**config.mk**
```make
export PLATFORM = sky130hd
export DESIGN_NAME = tag_write_arbiter_flat
export DESIGN_NICKNAME = d
export VERILOG_FILES = /design/src/rtl/tag_write_arbiter_if.sv /design/src/rtl/tag_write_arbiter.sv /design/src/flat_wrapper.sv
export SDC_FILE = /design/constraint.sdc
export NUM_CORES = 1
export LEC_CHECK = 0
export CAP_MARGIN = 20
export CORE_MARGIN = 8
export CORE_UTILIZATION = 49
export DETAILED_ROUTE_END_ITERATION = 8
export HOLD_SLACK_MARGIN = 0.06
export PLACE_DENSITY = 0.79
export SKIP_LAST_GASP = 1
export SYNTH_ARGS = -nofsm -noshare
export SYNTH_HDL_FRONTEND = slang
export SYNTH_SLANG_ARGS = --single-unit
```
**constraint.sdc**
```tcl
create_clock -name aclk -period 1.96 [get_ports aclk]
set_input_delay 0.49 -clock aclk [delete_from_list [all_inputs] [get_ports aclk]]
set_output_delay 0.49 -clock aclk [all_outputs]
set_load 0.01 [all_outputs]
```
**src/rtl/tag_write_arbiter_if.sv**
```systemverilog
// Write-request handshake and tag-memory write bus between qual channels and the arbiter.
interface tag_write_arbiter_if #(
  parameter int L  = 4,
  parameter int TW = 32,
  parameter int AW = 10
);
  localparam int CW = $clog2(L);

  logic [L-1:0]     req;       // per-channel write request
  logic [L-1:0]     ack;       // per-channel write ack, one-hot or zero
  logic             mem_we;    // one strobe per stored entry
  logic [AW-1:0]    mem_addr;  // write pointer
  logic [CW+TW-1:0] mem_din;   // {channel index, timestamp}

  // Arbiter side: consumes requests, drives acks and the memory write port.
  modport slave (
    input  req,
    output ack, mem_we, mem_addr, mem_din
  );

  // Requester/observer side: drives requests, sees acks and the write port.
  modport master (
    output req,
    input  ack, mem_we, mem_addr, mem_din
  );
endinterface

```
**src/rtl/tag_write_arbiter.sv**
```systemverilog
// Round-robin arbiter that shares one time-tag memory write port between L
// qualifier channels. Each served request stores {channel, timestamp} at an
// incrementing address, then completes a 4-phase ack handshake.
module tag_write_arbiter #(
  parameter int L  = 4,
  parameter int TW = 32,
  parameter int AW = 10
) (
  input  logic                 aclk,
  input  logic                 aresetn,
  input  logic                 start,
  tag_write_arbiter_if.slave   bus,
  output logic [AW:0]          count,
  output logic                 full,
  output logic [15:0]          dropped,
  output logic                 busy
);

  localparam int CW = $clog2(L);
  localparam logic [AW:0] DEPTH = {1'b1, {AW{1'b0}}};

  typedef enum logic [1:0] {S_IDLE, S_GRANT, S_ACK} state_e;
  typedef enum logic {M_WR, M_DROP} mode_e;

  typedef struct packed {
    logic          valid;
    logic [CW-1:0] idx;
  } pick_t;

  // First requesting channel at or above the pointer, wrapping modulo L.
  // Scanning from the far end lets the nearest candidate overwrite the rest.
  function automatic pick_t rr_pick(input logic [L-1:0] r, input logic [CW-1:0] p);
    pick_t         res;
    int            j;
    logic [CW-1:0] k;
    res = '0;
    for (int i = L - 1; i >= 0; i--) begin
      j = (int'(p) + i) % L;
      k = CW'(j);
      if (r[k]) begin
        res.valid = 1'b1;
        res.idx   = k;
      end
    end
    return res;
  endfunction

  state_e           state_q, state_d;
  mode_e            mode_q, mode_d;
  logic [CW-1:0]    rr_q, rr_d;
  logic [CW-1:0]    gidx_q, gidx_d;
  logic [TW-1:0]    tcnt_q, tcnt_d;
  logic             start_d_q, start_d_d;
  logic [AW-1:0]    wptr_q, wptr_d;
  logic [AW:0]      count_q, count_d;
  logic             full_q, full_d;
  logic [15:0]      dropped_q, dropped_d;
  logic             mem_we_q, mem_we_d;
  logic [CW+TW-1:0] mem_din_q, mem_din_d;
  logic [L-1:0]     ack_q, ack_d;

  pick_t            pick;
  logic [CW-1:0]    rr_next;

  // Candidate grant and the pointer value that follows the current grant.
  always_comb begin
    pick    = rr_pick(bus.req, rr_q);
    rr_next = (gidx_q == CW'(L - 1)) ? '0 : gidx_q + 1'b1;
  end

  // Next-state logic for the handshake FSM, timestamp and run counters.
  always_comb begin
    // NOTE: every target gets its hold value first so no path leaves a latch.
    state_d   = state_q;
    mode_d    = mode_q;
    rr_d      = rr_q;
    gidx_d    = gidx_q;
    wptr_d    = wptr_q;
    count_d   = count_q;
    full_d    = full_q;
    dropped_d = dropped_q;
    mem_we_d  = mem_we_q;
    mem_din_d = mem_din_q;
    ack_d     = ack_q;
    start_d_d = start;
    tcnt_d    = start ? tcnt_q + 1'b1 : '0;

    case (state_q)
      S_IDLE: begin
        if (pick.valid) begin
          state_d   = S_GRANT;
          gidx_d    = pick.idx;
          mode_d    = (start && !full_q) ? M_WR : M_DROP;
          mem_we_d  = start && !full_q;
          mem_din_d = {pick.idx, tcnt_q};
        end
      end
      S_GRANT: begin
        mem_we_d = 1'b0;
        if (mode_q == M_WR) begin
          wptr_d  = wptr_q + 1'b1;
          count_d = count_q + 1'b1;
          full_d  = (count_q + 1'b1 == DEPTH);
        end else if (start && dropped_q != 16'hFFFF) begin
          // Full-window drops are counted; out-of-window requests are acked silently.
          dropped_d = dropped_q + 16'd1;
        end
        ack_d   = L'(1) << gidx_q;
        state_d = S_ACK;
      end
      S_ACK: begin
        if (!bus.req[gidx_q]) begin
          ack_d   = '0;
          rr_d    = rr_next;
          state_d = S_IDLE;
        end
      end
      default: state_d = S_IDLE;
    endcase

    // Arming a new run wins over any write-side increment in the same cycle.
    if (start && !start_d_q) begin
      wptr_d    = '0;
      count_d   = '0;
      full_d    = 1'b0;
      dropped_d = '0;
    end
  end

  // State register; reset drops ack at once and discards any write in flight.
  always_ff @(posedge aclk or negedge aresetn) begin
    if (!aresetn) begin
      state_q   <= S_IDLE;
      mode_q    <= M_WR;
      rr_q      <= '0;
      gidx_q    <= '0;
      tcnt_q    <= '0;
      start_d_q <= 1'b0;
      wptr_q    <= '0;
      count_q   <= '0;
      full_q    <= 1'b0;
      dropped_q <= '0;
      mem_we_q  <= 1'b0;
      mem_din_q <= '0;
      ack_q     <= '0;
    end else begin
      // NOTE: non-blocking updates so every flop samples pre-edge values.
      state_q   <= state_d;
      mode_q    <= mode_d;
      rr_q      <= rr_d;
      gidx_q    <= gidx_d;
      tcnt_q    <= tcnt_d;
      start_d_q <= start_d_d;
      wptr_q    <= wptr_d;
      count_q   <= count_d;
      full_q    <= full_d;
      dropped_q <= dropped_d;
      mem_we_q  <= mem_we_d;
      mem_din_q <= mem_din_d;
      ack_q     <= ack_d;
    end
  end

  assign bus.ack      = ack_q;
  assign bus.mem_we   = mem_we_q;
  assign bus.mem_addr = wptr_q;
  assign bus.mem_din  = mem_din_q;
  assign count        = count_q;
  assign full         = full_q;
  assign dropped      = dropped_q;
  assign busy         = (state_q != S_IDLE);

endmodule
```
**src/flat_wrapper.sv**
```systemverilog
// flat-port wrapper written by rule: the top's interface ports become plain ports
module tag_write_arbiter_flat 
#(
  parameter int L  = 4,
  parameter int TW = 32,
  parameter int AW = 10
)
  (aclk, aresetn, start, count, full, dropped, busy, bus_req, bus_ack, bus_mem_we, bus_mem_addr, bus_mem_din);
  tag_write_arbiter_if #(.L(L), .TW(TW), .AW(AW)) bus_i ();
  input  logic aclk;
  input  logic aresetn;
  input  logic start;
  output logic [AW:0] count;
  output logic full;
  output logic [15:0] dropped;
  output logic busy;
  input wire logic [$bits(bus_i.req)-1:0] bus_req;
  output wire logic [$bits(bus_i.ack)-1:0] bus_ack;
  output wire logic [$bits(bus_i.mem_we)-1:0] bus_mem_we;
  output wire logic [$bits(bus_i.mem_addr)-1:0] bus_mem_addr;
  output wire logic [$bits(bus_i.mem_din)-1:0] bus_mem_din;
  assign bus_i.req = bus_req;
  assign bus_ack = bus_i.ack;
  assign bus_mem_we = bus_i.mem_we;
  assign bus_mem_addr = bus_i.mem_addr;
  assign bus_mem_din = bus_i.mem_din;
  tag_write_arbiter #(.L(L), .TW(TW), .AW(AW)) u_core (.aclk(aclk), .aresetn(aresetn), .start(start), .bus(bus_i), .count(count), .full(full), .dropped(dropped), .busy(busy));
endmodule
```
# --- Word level (Yosys, flattened, before mapping) ---
# Cells that the tools add are included.
word_totals:
  regBits: 117
  in_bits: 7
  word_cells: 92
  out_inout_bits: 78
op_classes:
  reduce_logical: 19
  bitwise_logic: 1
  n_mux: 37
  eq_ne: 8
  n_lt_le_gt_ge: 5
  shifts: 1
  addsub: 8
ops:
  columns: ["op", "n"]
  rows:
  - ["$mux W16", 4]
  - ["$mux W11", 3]
  - ["$add A32 B1 Y32 const B", 1]
  - ["$mux W32", 1]
  - ["$mux W10", 3]
  - ["$add A16 B1 Y16 const B", 1]
  - ["$ne A16 B16 Y1 const B", 1]
  - ["$lt A2 B3 Y1 const B", 5]
  - ["$mux W3", 4]
  - ["$reduce_and A2 Y1", 6]
  - ["$reduce_bool A2 Y1", 6]
  - ["$add A11 B1 Y11 const B", 1]
  - ["$eq A11 B11 Y1 const B", 1]
  - ["$add A10 B1 Y10 const B", 1]
  - ["$bmux W1 S2", 5]
  - ["$mux W1", 10]
  - ["$pmux W4 S2", 1]
  - ["$mux W2", 3]
  - ["$pmux W2 S3", 1]
  - ["$add A2 B1 Y2 const B", 2]
  - ["$add A2 B2 Y2 const B", 2]
  - ["$eq A2 B2 Y1 const B", 2]
  - ["$mux W4", 1]
  - ["$ne A2 B2 Y1 const B", 2]
  - ["9 further kinds", 12]

# --- Longest topological paths before layout ---
# Gate-level depths: netlist (run 1).
logic_depth:
  depth_word: 9
  ltp_mapped: 7
  ltp_nobuf: 6

# --- Worst setup path after synthesis (run 1) ---
# OpenSTA, ideal clock, no wires.
synth_timing:
  path_type: "reg2reg"
  startpoint: "reg u_core.tcnt_q[11]"
  endpoint: "reg u_core.tcnt_q[31]"
  setup_ns: 0.079
  arrival_ns: 1.823
  stages_incl_launch_ff: 7
  synth_period_minus_slack_ns: 1.902
  path_slack_ns: 0.058
  path_buffers: 1
  path_cell_list: "dfrtp_1 > nand3_2 > or4_1 > buf_2 > nor3_2 > nor3b_1 > mux2i_1"
synth_via:
  elab_chain_len: 2
synth_rtl:
  columns: ["element", "line", "rtl"]
  rows:
  - ["start, declared", "tag_write_arbiter.sv:52", "logic [TW-1:0] tcnt_q, tcnt_d;"]
  - ["start signal, assigned", "tag_write_arbiter.sv:152", "tcnt_q <= tcnt_d;"]
  - ["$add A32 B1 Y32", "tag_write_arbiter.sv:86", "tcnt_d = start ? tcnt_q + 1'b1 : '0;"]
  - ["$mux W32", "tag_write_arbiter.sv:86", null]
  - ["via u_core.tcnt_d[31]", "tag_write_arbiter.sv:52", null]
# The timed path passes the listed nets, and every way through them passes these cells.
# A chain may end at the register's enable or synchronous reset.

# --- Worst setup path after layout (run 1) ---
layout_timing:
  startpoint: "reg u_core.state_q[1]"
  endpoint: "out busy"
layout_via:
  elab_chain_len: 1
layout_rtl:
  columns: ["element", "line", "rtl"]
  rows:
  - ["start, declared", "tag_write_arbiter.sv:48", "state_e state_q, state_d;"]
  - ["start signal, assigned", "tag_write_arbiter.sv:148", "state_q <= state_d;"]
  - ["$reduce_bool A2 Y1", "tag_write_arbiter.sv:171", "assign busy = (state_q != S_IDLE);"]
  - ["end, declared", "flat_wrapper.sv:16", "output logic busy;"]
# No other way between the ends.

==> key figures, run 1 <==
Run status
  • Status: complete, but fails checks
  • Failing checks: negative setup slack

Floorplan
  • Row count: 38
  • Area of the die: 14900 um2
  • Core area: around 11000 um2
  • Die Height: between 100 and 150 um
  • IO Count: between 80 and 90
  • Die Wd: around 120 um
  • Starting Density: 50.5%

Setup path
  • Buf/Inv on CP: 1
  • Critical Path Start Type: flop
  • Crit-path slowest cell: dfrtp_2
  • CP max stage delay: about 0.42 ns
  • Critical path type: reg -> out
  • CP cell instances: or2_2, clkdlybuf4s15_1
  • Crit. End Element: output port
  • Critical Path Fanout Max: 3
  • Worst Path Required: about 1.5 ns
  • Data arrival, critical path: roughly 1.5 ns
  • Delay-heaviest family, CP: flip-flops

Final layout
  • Layout Cells excl Fill: approximately 820
  • Share of layout cells above drive strength 1: between 20% and 30%
  • Fill cells: 789
  • Area growth syn-to-layout: 36.9%
  • Fin util: between 60% and 70%
  • N_diodes: 0
  • Nets: ~690

Yosys
  • Dominant cell type by area after synthesis: dfrtp_1
  • Syn nets: around 550
  • Top-count cell post-synth: dfrtp_1
  • Seq/Total Area, Yosys: a little over half
  • Top cells by count, synth: dfrtp_1 (115), nand2_1 (52), nor2_1 (44)
  • Yosys cell types: 44
  • Yosys warning total: 0
  • Ys flop type: dfrtp_1
  • Post-synthesis register bit count: between 100 and 150
  • Avg Cell Area, Syn: ~10 um2
  • Top cell type's share of synthesized area: 52.3%
  • Asr flop ratio synth: 100%
  • Synth Cell Area: around 5500 um2
  • Area contributors post-synth: dfrtp_1 (52%), mux2_2 (5.7%), xnor2_1 (4.9%), nand2_1 (3.5%), xor2_1 (3.5%)
  • Post-synth EDFFs: 0
  • Gate Count Post-Synth: ~530

Power
  • Power per standard cell area: 991 nW/um2
  • Leakage power: 3.67 nW
  • Total Power: 7.47 mW
  • VDD IR-drop max: 0.568 mV

Timing
  • Final period utilization: 101%
  • Worst Skew: between 0.01 and 0.015 ns
  • RSZ-0062 raised after global routing: true
  • Worst hold slack: 0.484 ns
  • Fin crit period: approximately 2.0 ns
  • Count of final max-slew check failures: 0
  • Fin. Hold Viols: 0
  • Worst slew pin tran: a little under 0.5 ns
  • Fin Setup TNS: -0.0140 ns
  • PnR worst setup slack: -0.0140 ns
  • Fmax: between 0.5 and 0.6 GHz
  • Setup-failing EPs final: 1
  • Rel. slew slack: approximately 67%

Placed design
  • PortBufs: 84
  • Dpl cells: between 700 and 800
  • Dpl hpwl: between 9 and 10 mm
  • Routability congestion estimate: between 0.8 and 0.9

Flow run
  • Max Cap Viol: 0

Detailed routing
  • Avg WL per Cell: approximately 16 um
  • DR pass1 iterations: 5
  • Routed Antenna Nets: 0
  • Final WL: between 10 and 15 mm
  • Drt drc: 0
  • Vias: roughly 4500
  • DR iter-0 viols: between 300 and 400
  • Drt via density: between 5 and 6

GRT
  • Initial antenna violation count: 0
  • Total track usage: a little under a fifth
  • First-pass GRT wire length: 22.2 mm
  • Total gr overflow: 0
  • Largest net degree at the start of global routing: 67
  • Vias in the first global route: about 4700

Clock network
  • Clock slew seen by the registers of the worst setup and hold paths: ~0.06 ns
  • CTS Buffer Depth: 2
  • Htree depth: 4
  • Num CTS Buffers: 17
  • Clk Latency, worst-skew pair: roughly 0.50 ns
  • CTS tree: built
  • Clock Sinks: around 120
  • Root buffer cell: clkbuf_8

Min path
  • Hold crit path type: reg -> reg
-- area by class of cell --
class | instances | area (um2) | share of cell area [%]
inverter | 16 | 60.1 | 0.797
sequential | 115 | 2890 | 38.4
timing repair buffer | 136 | 1280 | 17.0
clock inverter | 15 | 169 | 2.24
multi-input combinational | 383 | 2540 | 33.8
tap | 140 | 175 | 2.32
clock buffer | 17 | 414 | 5.50
-- stage by stage --
stage | instance area, um2 | worst slack (ns)
floorplan | 5500 | 0.0577
global placement | 6790 | -0.210
detailed placement | 6790 | -0.285
CTS | 7450 | -0.130
global route | 7540 | -0.0511
finish | 7540 | -0.0140
-- where the power goes --
part / internal, mW / switching (mW) / leakage (nW)
registers: 2.57 / 0.181 / 1.56
logic: 0.848 / 0.843 / 1.82
clock network: 1.84 / 1.17 / 0.285
total: 5.27 / 2.20 / 3.67
-- routing by layer --
metal | up-vias | GRT usage, % | part of all wire [%]
met1 | 2212 | 21.8 | 42
met4 | 0 | 6.55 | 0.70
met2 | 122 | 31.0 | 51
li1 | 2128 | - | -
met3 | 12 | 4.81 | 6.0
met5 | - | 0 | 0
-- state kept, by name, indices dropped and copies added (netlist names), 2 cells and up --
name and flops:
u_core.bus.mem_addr 10, u_core.state_q 2, u_core.rr_q 2, u_core.bus.mem_din 34
u_core.count 11, u_core.dropped 16, u_core.tcnt_q 32, u_core.bus.ack 4
-- final timing paths --
path                                               startpoint                            endpoint  slack (ns)  cells past startpoint
setup / recovery                u_core.state_q[1]$_DFFE_PN0P_                                busy       -0.01                      2
hold / removal             u_core.bus.mem_din[30]$_DFFE_PN0P_  u_core.bus.mem_din[30]$_DFFE_PN0P_        0.48                      2
setup reg to reg                  u_core.tcnt_q[11]$_DFF_PN0_         u_core.tcnt_q[23]$_DFF_PN0_        0.01                      7
hold reg to reg            u_core.bus.mem_din[30]$_DFFE_PN0P_  u_core.bus.mem_din[30]$_DFFE_PN0P_        0.48                      2
max in group asynchronous                             aresetn       u_core.state_q[1]$_DFFE_PN0P_        1.10                      3
min in group asynchronous                             aresetn         u_core.count[0]$_DFFE_PN0P_        0.53                      3
-- layout by cell type (no fill, tap or decap), types with 8 or more instances in the layout --
cell type and n:
ha_1 9, inv_6 8, or3_1 14, xnor2_1 31
nand2_1 52, nor3_1 19, xor2_1 22, clkdlybuf4s50_1 46
and2_1 24, buf_4 47, dlygate4sd2_1 26, o21ai_0 17
dlymetal6s2s_1 10, dfrtp_1 103, nand4_1 15, nand3_1 23
a21oi_1 20, mux2_2 28, dfrtp_2 12, clkbuf_16 16
inv_1 16, nor2_1 44
-- kinds of logic (layout without fill, tap and decap cells) --
kind of cell             count (synthesis)  after routing  synth area share, %
AND/OR/NAND/NOR                        235            235                 22.4
AO/OA/AOI/OAI                           54             54                 5.57
flip-flops                             115            115                 52.3
adder cells (fa/ha/maj)                  9              9                 2.05
buffers and inverters                   35            184                 2.55
multiplexers                            32             32                 6.68
XOR/XNOR                                53             53                 8.44
-- worst reg2reg max path: stages (launching register included) --
cell and delay, ns:
dfrtp_1 0.39, nand3_2 0.10, or4_4 0.56, buf_8 0.18, nor3_4 0.20, buf_4 0.16, xnor2_1 0.13, and2_1 0.16
-- timing repair --
item	4_1_cts	5_1_grt
setup buffers	9	2
setup endpoints to repair	39	21
hold buffers	1	0
endpoints found under the hold margin	115	0
gates resized for setup	41	20
Power figures use the tool's default switching activity.
==> inputs of run 2 (changes only) <==
ABC_CLOCK_PERIOD_IN_PS = 2300   (was not set)
CORE_UTILIZATION = 58   (was 49)
PLACE_DENSITY = 0.87   (was 0.79)
SKIP_LAST_GASP = not set   (was 1)
clock period = 2.3 ns   (was 1.96 ns; I/O delays follow)
==> key figures, run 2 (synthesis results as in run 1) <==
Setup path
  • Crit. End Element: output port
  • Crit-path slowest cell: dfrtp_2
  • Worst Path Required: roughly 1.7 ns
  • Reg2Reg Depth: 6
  • Delay-heaviest family, CP: flip-flops
  • Critical path type: reg -> out
  • Levels on crit path: 2
  • Critical Path Start Type: flop
  • FF-to-FF Start: u_core.tcnt_q[1]$_DFF_PN0_
  • CP cell instances: or2_2, dlygate4sd2_1
  • Data arrival, critical path: ~1.6 ns
  • CP max stage delay: about 0.48 ns
  • Crit path from: u_core.state_q[0]$_DFFE_PN0P_
  • Buf/Inv on CP: 1
  • Critical Path Fanout Max: 13

Clock network
  • Num CTS Buffers: 17
  • Clock Sinks: between 100 and 150
  • CTS Buffer Depth: 2
  • CTS tree: built
  • Clk Latency, worst-skew pair: between 0.5 and 0.6 ns
  • Root buffer cell: clkbuf_8
  • Clock slew seen by the registers of the worst setup and hold paths: approximately 0.050 ns
  • Htree depth: 4

Detailed routing
  • Routed Antenna Nets: 0
  • DR iter-0 viols: approximately 180
  • Vias: roughly 4400
  • Drt drc: 0
  • DR pass1 iterations: 4
  • Drt via density: 5.63
  • Final WL: 12.9 mm
  • Avg WL per Cell: 16.6 um

Run status
  • Status: completed

Min path
  • Hold crit path type: reg -> reg
  • Hold path startpoint: u_core.bus.mem_din[21]$_DFFE_PN0P_
  • Hold path depth: 2

Final layout
  • Nets: between 600 and 700
  • Area growth syn-to-layout: 30.2%
  • Fill cells: 567
  • Max reg flops: 34
  • Commonest cells after routing, fill and taps aside: dfrtp_1 (114), clkdlybuf4s50_1 (82), nand2_1 (52)
  • N_diodes: 0
  • Commonest non-fill, non-tap cell in the layout: dfrtp_1
  • Fin util: between 70% and 80%
  • Share of layout cells above drive strength 1: between 10% and 20%
  • Finished Cell Area: 7160 um2

GRT
  • Total gr overflow: 0
  • Vias in the first global route: approximately 4500
  • Largest net degree at the start of global routing: 47
  • First-pass GRT wire length: roughly 22 mm
  • Total track usage: between 20 and 25%
  • Initial antenna violation count: 0

Timing
  • Count of final max-slew check failures: 0
  • Fin Setup TNS: 0 ns
  • Final period utilization: ~96%
  • Setup-failing EPs final: 0
  • Fin crit period: ~2.2 ns
  • Rel. slew slack: between 60% and 70%
  • PnR worst setup slack: approximately 0.092 ns
  • Worst hold slack: around 0.48 ns
  • Fin. Hold Viols: 0
  • Fmax: 0.453 GHz
  • RSZ-0062 raised after global routing: false
  • Worst slew pin tran: 0.452 ns
  • Worst Skew: 0.00856 ns

Power
  • Power per standard cell area: approximately 860 nW/um2
  • VDD IR-drop max: about 0.60 mV
  • Leakage power: 3.14 nW

Floorplan
  • Die Height: about 110 um
  • Starting Density: around three fifths
  • Core area: 9240 um2
  • Area of the die: 12900 um2
  • Row count: 35
  • IO Count: 85
  • Die Wd: approximately 110 um

Placed design
  • Routability congestion estimate: about 0.86
  • Placed cell area: 6590 um2
  • Dpl hpwl: slightly below 9 mm
  • Pre-CTS setup slack: ~0.0027 ns
  • PortBufs: 84

Flow run
  • Max Cap Viol: 0
-- run 2: cell count changes in the layout (fill, tap and decap cells not counted), sizes merged --
cell and delta:
clkbuf +6, inv -8, clkdlybuf4s50 +36, clkdlybuf4s15 -1
dlygate4sd2 -25, clkinvlp +3, dlymetal6s2s -10, buf -33
clkinv -1
-- run 2: worst paths after layout --
kind	slack, ns	end
worst min register to register	0.48	u_core.bus.mem_din[21]$_DFFE_PN0P_
worst min-delay path	0.48	u_core.bus.mem_din[21]$_DFFE_PN0P_
worst max-delay path	0.09	busy
max in group asynchronous	1.08	u_core.state_q[0]$_DFFE_PN0P_
worst max register to register	0.14	u_core.tcnt_q[28]$_DFF_PN0_
min in group asynchronous	0.51	u_core.count[7]$_DFFE_PN0P_
-- run 2: tightest hold or removal path, stage by stage (launching register included) --
cell	delay (ns)
dfrtp_1	0.34
nand2_1	0.05
o21ai_0	0.06
-- run 2: where the power goes --
group / internal, mW / total, mW / switching (mW)
clock network: 1.59 / 2.49 / 0.896
registers: 2.19 / 2.43 / 0.233
logic: 0.616 / 1.26 / 0.642
-- run 2: per-stage QoR --
step / total power [mW] / cells
finish: 6.17 / 778
global route: 6.43 / 778
CTS: 6.21 / 778
detailed placement: 3.70 / 745
global placement: 3.64 / 745
floorplan: 3.11 / 533
-- run 2: timing repair --
| item | in CTS | in global routing |
|---|---|---|
| buffers inserted | 0 | 0 |
| gates resized for setup | 2 | 1 |
| setup endpoints to repair | 1 | 1 |
| hold buffers | 1 | 0 |
| endpoints found under the hold margin | 22 | 0 |
-- run 2: layout make-up --
class	instances	area, um2	area share, %
multi-input combinational	383	2490	34.8
inverter	16	60.1	0.839
sequential	115	2880	40.2
tap	129	161	2.25
clock buffer	23	457	6.38
clock inverter	9	105	1.47
timing repair buffer	103	1010	14.1
-- run 2: routing by layer --
layer / vias up / routed length, um / GRT usage, %
met4: 0 / 180 / 7.37
met3: 19 / 833 / 6.08
met5: - / 0 / 0
met1: 2177 / 5350 / 24.2
met2: 129 / 6540 / 35.7
li1: 2055 / - / -
==> inputs of run 3 (changes only) <==
SKIP_CTS_REPAIR_TIMING = 1   (was not set)
SLEW_MARGIN = 40   (was not set)
==> key figures, run 3 (synthesis results as in run 1) <==
Power
  • Cell Int Power: roughly 4.4 mW
  • Power per standard cell area: 866 nW/um2
  • Clock share of power: roughly two fifths
  • P_sw: about 1.8 mW
  • Leakage power: between 3 and 4 nW
  • VDD IR-drop max: just under 0.6 mV
  • Switching fraction of total power: about 29%
  • Combinational share of power: around a fifth
  • Sequential power share: 38.9%

Clock network
  • Clk Latency, worst-skew pair: approximately 0.52 ns
  • Root buffer cell: clkbuf_8
  • CTS Buffer Depth: 2
  • Htree depth: 4
  • CTS tree: built
  • Num CTS Buffers: 17
  • Clock slew seen by the registers of the worst setup and hold paths: ~0.060 ns
  • Clock Sinks: 115

Setup path
  • Critical Path Fanout Max: 8
  • Critical path type: reg -> out
  • CP cell instances: clkdlybuf4s50_1
  • Critical Path Start Type: flop
  • Reg2Reg Setup Slack: 0.14 ns
  • CP max stage delay: 0.60 ns
  • Delay-heaviest family, CP: buffers and inverters
  • Buf/Inv on CP: 1
  • Data arrival, critical path: roughly 1.6 ns
  • Worst Path Required: between 1.5 and 2 ns
  • Crit-path slowest cell: clkdlybuf4s50_1
  • Crit. End Element: output port

GRT
  • Total track usage: slightly above 20%
  • Total gr overflow: 0
  • First-pass GRT wire length: 21.6 mm
  • Vias in the first global route: 4504
  • Initial antenna violation count: 0
  • Largest net degree at the start of global routing: 47

Detailed routing
  • Avg WL per Cell: between 15 and 20 um
  • Vias: 4369
  • Drt via density: about 5.6
  • Routed Antenna Nets: 0
  • Drt drc: 0
  • Final WL: between 10 and 15 mm
  • DR iter-0 viols: 184
  • DR pass1 iterations: 4

Final layout
  • Share of layout cells above drive strength 1: 13.8%
  • Finished Cell Area: between 7000 and 8000 um2
  • N_diodes: 0
  • Area growth syn-to-layout: 30.7%
  • Register area: around 2900 um2
  • Max reg flops: 34
  • Commonest cells after routing, fill and taps aside: dfrtp_1 (113), clkdlybuf4s50_1 (82), nand2_1 (52)
  • Layout Cells excl Fill: about 780
  • Fill cells: approximately 570
  • Nets: 655
  • Commonest non-fill, non-tap cell in the layout: dfrtp_1
  • Area of the multi-input gates: between 2000 and 2500 um2

Timing
  • Fmax: 0.460 GHz
  • Fin crit period: roughly 2.2 ns
  • Setup-failing EPs final: 0
  • Count of final max-slew check failures: 0
  • Fin Setup TNS: 0 ns
  • Final period utilization: about 94%
  • RSZ-0062 raised after global routing: false
  • Worst Skew: around 0.011 ns
  • Worst slew pin tran: approximately 0.46 ns
  • Rel. slew slack: 68.9%
  • Fin. Hold Viols: 0

Floorplan
  • Die Wd: between 100 and 150 um
  • IO Count: between 80 and 90
  • Area of the die: about 13000 um2
  • Starting Density: between 50% and 60%
  • Die Height: roughly 110 um
  • Core area: 9240 um2
  • Row count: 35

Min path
  • Hold crit path type: reg -> reg

Placed design
  • Dpl hpwl: 8.83 mm
  • Placed cell area: 6590 um2
  • PortBufs: 84
  • Dpl cells: 745
  • Routability congestion estimate: between 0.8 and 0.9

Run status
  • Status: completed

Flow run
  • Max Cap Viol: 0
[run 3: cell types whose count changed in the layout (fill, tap and decap cells not counted), sizes merged]
| cell | previous run | this run |
|---|---|---|
| buf | 19 | 22 |
| dlygate4sd2 | 1 | 0 |
| dlymetal6s2s | 0 | 1 |
[run 3: cell type report]
class | count | area share [%]
repair buffers | 106 | 14.4
multi-input cells | 383 | 34.7
well taps | 129 | 2.25
clock buffers | 23 | 6.35
clock inverters | 9 | 1.46
inverters | 16 | 0.835
flip-flops and latches | 115 | 40.1
[run 3: power groups by stage]
stage | sequential (mW) | clock (mW) | combinational [mW]
floorplan | 2.43 | 0 | 0.681
global placement | 2.44 | 0 | 1.20
detailed placement | 2.45 | 0 | 1.25
CTS | 2.42 | 2.51 | 1.28
global route | 2.44 | 2.60 | 1.43
finish | 2.42 | 2.49 | 1.31
[run 3: path summary, 6_finish.rpt]
kind	from	to	depth (start not counted)
min reg2reg	u_core.bus.mem_din[21]$_DFFE_PN0P_	u_core.bus.mem_din[21]$_DFFE_PN0P_	2
min in group asynchronous	aresetn	u_core.count[7]$_DFFE_PN0P_	2
max	u_core.count[7]$_DFFE_PN0P_	count[7]	1
min	u_core.bus.mem_din[21]$_DFFE_PN0P_	u_core.bus.mem_din[21]$_DFFE_PN0P_	2
max in group asynchronous	aresetn	u_core.state_q[1]$_DFFE_PN0P_	3
max reg2reg	u_core.tcnt_q[1]$_DFF_PN0_	u_core.tcnt_q[28]$_DFF_PN0_	6
[run 3: per-layer routing]
metal	vias up	wire [um]	global-route usage, %
met4	0	158	7.37
met2	123	6610	35.7
met3	17	793	6.08
met1	2172	5410	24.1
li1	2057	-	-
met5	-	0	0
[run 3: per-stage QoR]
step / total power, mW / setup WS, ns / util, % / hold WS, ns
after global placement: 3.64 / 0.0754 / 71.3 / 0.467
after detailed placement: 3.70 / 0.00266 / 71.3 / 0.469
final: 6.22 / 0.128 / 77.8 / 0.478
after CTS: 6.21 / -0.182 / 77.3 / -0.0441
after global routing: 6.47 / 0.0178 / 77.8 / 0.506
after floorplan: 3.11 / 0.315 / - / 0.279
